<file path="src/rtl/rx_path.sv">
// Serial frame receiver: start, WIDTH_SIZE data bits LSB first, even parity (single or per byte), stop.
// Latency: valid pulses one cycle after the synchronized stop-bit sample; no backpressure, every pulse must be taken.
module rx_path #(
  parameter int WIDTH_SIZE  = 8,
  parameter int SYNC_STAGES = 2
) (
  input  logic                  clk,
  input  logic                  reset,
  input  logic                  rx,
  input  logic                  PF,
  output logic [WIDTH_SIZE-1:0] data_out,
  output logic                  valid,
  output logic                  parity_err,
  output logic                  frame_err,
  output logic                  busy
);

  localparam int                IDX_W       = $clog2(WIDTH_SIZE + 1);
  localparam logic [IDX_W-1:0]  LAST_IDX    = IDX_W'(WIDTH_SIZE - 1);
  localparam logic [IDX_W-1:0]  END_IDX     = IDX_W'(WIDTH_SIZE);
  localparam bit                MULTI_CHUNK = (WIDTH_SIZE > 8);

  typedef enum logic [2:0] {IDLE, DATA, PARITY, STOP, BREAK} state_t;

  state_t                  state_q;
  logic [SYNC_STAGES-1:0]  sync_q;
  logic [WIDTH_SIZE-1:0]   shift_q;
  logic [IDX_W-1:0]        idx_q;
  logic [2:0]              cnt_q;
  logic                    par_q;
  logic                    err_q;
  logic                    pf_q;
  logic                    rx_s;
  logic                    chunk_end;

  assign rx_s      = sync_q[SYNC_STAGES-1];
  assign busy      = (state_q != IDLE);
  // A chunk ending on the last data bit yields a single parity slot, since both terms only pick PARITY.
  assign chunk_end = (idx_q == LAST_IDX) || (pf_q && MULTI_CHUNK && (cnt_q == 3'd7));

  always_ff @(posedge clk or negedge reset) begin
    if (!reset) begin
      sync_q <= '1;
    end else begin
      sync_q[0] <= rx;
      for (int i = 1; i < SYNC_STAGES; i++) begin
        sync_q[i] <= sync_q[i-1];
      end
    end
  end

  always_ff @(posedge clk or negedge reset) begin
    if (!reset) begin
      state_q    <= IDLE;
      shift_q    <= '0;
      idx_q      <= '0;
      cnt_q      <= '0;
      par_q      <= 1'b0;
      err_q      <= 1'b0;
      pf_q       <= 1'b0;
      data_out   <= '0;
      valid      <= 1'b0;
      parity_err <= 1'b0;
      frame_err  <= 1'b0;
    end else begin
      valid <= 1'b0;
      unique case (state_q)
        IDLE: begin
          if (!rx_s) begin
            state_q <= DATA;
            idx_q   <= '0;
            cnt_q   <= '0;
            par_q   <= 1'b0;
            err_q   <= 1'b0;
            pf_q    <= PF;
          end
        end
        DATA: begin
          for (int i = 0; i < WIDTH_SIZE; i++) begin
            if (idx_q == IDX_W'(i)) shift_q[i] <= rx_s;
          end
          idx_q <= idx_q + IDX_W'(1);
          cnt_q <= cnt_q + 3'd1;
          par_q <= par_q ^ rx_s;
          if (chunk_end) state_q <= PARITY;
        end
        PARITY: begin
          if (rx_s != par_q) err_q <= 1'b1;
          par_q   <= 1'b0;
          cnt_q   <= '0;
          state_q <= (idx_q == END_IDX) ? STOP : DATA;
        end
        STOP: begin
          data_out   <= shift_q;
          parity_err <= err_q;
          frame_err  <= !rx_s;
          valid      <= 1'b1;
          state_q    <= rx_s ? IDLE : BREAK;
        end
        BREAK: begin
          // A held-low line must not be mistaken for a stream of start bits.
          if (rx_s) state_q <= IDLE;
        end
        default: state_q <= IDLE;
      endcase
    end
  end

endmodule

</file>
<file path="config.mk">
export PLATFORM = sky130hd
export DESIGN_NAME = rx_path
export DESIGN_NICKNAME = d
export VERILOG_FILES = /design/src/rtl/rx_path.sv
export SDC_FILE = /design/constraint.sdc
export NUM_CORES = 1
export LEC_CHECK = 0
export CORE_AREA = 3 3 49 62
export DETAILED_ROUTE_END_ITERATION = 12
export DIE_AREA = 0 0 52 65
export MAX_ROUTING_LAYER = met4
export PLACE_DENSITY = 0.85
export SYNTH_ARGS = -nofsm -noshare
export SYNTH_HDL_FRONTEND = slang
export SYNTH_SLANG_ARGS = --single-unit
</file>
<file path="constraint.sdc">
create_clock -name clk -period 3.8 [get_ports clk]
set_input_delay 0.95 -clock clk [delete_from_list [all_inputs] [get_ports clk]]
set_output_delay 0.95 -clock clk [all_outputs]
set_load 0.1 [all_outputs]
</file>
==> impl_results.md <==
- Sequential share of the synthesized area: 55.8%
- Synth Instances: 108
- Final HPWL DP: 1580 um
- First-pass GRT wire length: 4190 um
- Synth warn: 0
- Wire per inst: 14.5 um
- XOR/XNOR share of the synthesized area: 0.649%
- # diodes: 0
- Share of cells above drive strength 1: 15.2%
- Adder-Cell Fraction of Synth Area: 3.71%
- Setup Total Neg Slack: 0 ns
- H-Tree Depth: 2
- Post-synthesis compound-gate area fraction: 7.41%
- Setup crit start kind: flip-flop
- Reg clk slew, reported paths: 0.08 ns
- Simple-gate share of the synthesized area: 13.4%
- CTS Hold Bufs: 0
- Largest net degree at the start of global routing: 31
- Routed Antenna Nets: 0
- Die width: 52 um
- Synthesized area: 1350 sq um
- GRT Residual Overflow: 0
- Die area: 3380 sq um
- Drt via density: 5.49
- Root Buffer: clkbuf_4
- Crit path kind: flip-flop to output port
- Routed WL: 2280 um
- Max Cap Viol: 0
- Max Clock Freq: 0.311 GHz
- Initial Util: 54.5%
- Number of buffers created by CTS: 5
- DP Worst Slack: 0.955 ns
- Max_slew headroom: 35.3%
- IO buf count: 14
- Worst r2r src: state_q[0]$_DFFE_PN0P_
- CORE AREA: 2480 sq um
- Worst reg2reg setup slack: 2.03 ns
- Post_cts resized: 0
- Largest area contributor in the synthesized netlist: dfrtp_1
- Vias in the first global route: 908
- Drt first pass iters: 4
- Main synth FF type: dfrtp_1
- Flop and latch count out of synthesis: 30
- Hold EP: sync_q[1]$_DFF_PN1_
- DR vias: 868
- CP endpoint kind: output port
- RSZ-0062 raised after global routing: false
- Final setup margin: 0.590 ns
- Initial antenna violation count: 0
- # setup viols final: 0
- R2R depth: 3
- P&R area growth vs syn: 15.8%
- Top-count cell post-synth: dfrtp_1
- WP data arrival: 2.26 ns
- Clk sinks: 30
- GP Congestion: 0.774
- Hold wc startpoint: sync_q[0]$_DFF_PN1_
- Synth unique cells: 32
- Status: completed
- Worst Skew: 0.0121 ns
- Drt drc: 0
- Largest family of logic cells by synthesized area: multiplexers
- Final hold violations: 0
- Hold path depth: 0
- Slew @ Worst Pin: 0.967 ns
- Post-synth top cells: dfrtp_1, mux2_2, mux2_1
- Top-area cell type share of the netlist area: 51.9%
- Clock Latency Late Sink: 0.33 ns
- Nets@finish: 132
- Number of enable flip-flop cells after synthesis: 0
- Post-synthesis mux area share: 15.8%
- CTS tree: built
- Synth top area cells: dfrtp_1, mux2_2, mux2_1
- Total GRT Usage: 17.7%
- Post-CTS setup buffer count: 0
- Period utilization: 84.5%
- Reg-to-reg endpoint: shift_q[3]$_DFFE_PN0P_
- Die Ht: 65 um
- I/O pin total: 16
- Avg Synthesized Cell Area: 12.5 sq um
- Hold crit path type: flip-flop to flip-flop
- Worst-path fanout max: 17
- Initial DRC count: 38
- Fin. max-slew vios: 0
- Post-Syn Nets: 116
- WP data required: 2.85 ns
- Post-layout min period: 3.21 ns
- Share of async-settable or async-resettable flops after synthesis: 100%
- Longest Clk Path Bufs: 2
- Std-Cell Rows: 20
==> per-layer routing <==
layer / vias up / part of all wire (%) / global-route usage [%] / routed length, um
met1: 429 / 39 / 18.5 / 893
met4: 0 / 1.9 / 10.8 / 44
li1: 414 / - / - / -
met2: 19 / 54 / 29.1 / 1240
met5: - / 0 / - / 0
met3: 6 / 4.6 / 4.83 / 105
==> how the worst max path moves through the flow <==
stage / start / to / slack [ns] / cells after the start
3_5_place_dp: state_q[0]$_DFFE_PN0P_ / busy / 0.96 / 2
4_1_cts: state_q[0]$_DFFE_PN0P_ / busy / 0.57 / 2
3_3_place_gp: state_q[0]$_DFFE_PN0P_ / busy / 0.97 / 2
6_report: state_q[0]$_DFFE_PN0P_ / busy / 0.59 / 2
2_1_floorplan: state_q[0]$_DFFE_PN0P_ / busy / 1.42 / 2
5_1_grt: state_q[0]$_DFFE_PN0P_ / busy / 0.47 / 2
==> metrics by stage <==
step           hold WS [ns]  utilization [%]  instances  area [sq um]
3_5_place_dp          0.353             61.1        150          1510
5_1_grt               0.367             63.1        158          1560
3_3_place_gp          0.345             61.1        150          1510
2_1_floorplan         0.345                -        108          1350
6_report              0.365             63.1        158          1560
4_1_cts               0.365             63.1        158          1560
==> cells in the final DEF, fill, tap and decap left out, drive strengths merged, types with 2 or more instances in the layout <==
cell           synthesis  layout
clkbuf                 4       8
dfstp                  2       2
nand2                  5       5
nand3                  4       4
ha                     4       4
nand3b                 5       5
clkdlybuf4s50          0      14
nor3                   2       2
nand2b                 2       2
mux2                  18      18
nor2                   3       3
a21oi                  4       4
inv                    5       5
dfrtp                 28      28
o21ai                  3       3
or4b                   2       2
==> cell type report <==
cell class	count	area (sq um)
Inverter	5	18.8
Tap cell	33	41.3
Clock buffer	8	48.8
Multi-Input combinational cell	67	553
Sequential cell	30	753
Timing Repair Buffer	15	148
Fill cell	188	915
==> registers in the layout, indices dropped and copies added, names as in the netlist <==
name and count:
data_out 8, err_q 1, frame_err 1, idx_q 4, par_q 1, parity_err 1
shift_q 8, state_q 3, sync_q 2, valid 1
==> worst max-delay path, stage by stage, from the launching register on <==
cell	delay [ns]
dfrtp_1	0.64
or3_1	0.18
clkdlybuf4s50_1	1.12
==> logic make-up after synthesis <==
kind of cell	count (synthesis)
and+or+nand+nor	28
adders and majority gates	4
muxes	19
AOI/OAI and AO/OA	15
xor gates and xnor gates	1
buffers and inverters	11
DFF	30
Power is left out: the tool's default activity adds up to more than one toggle a clock period on the data nets, which glitch-free logic cannot reach.
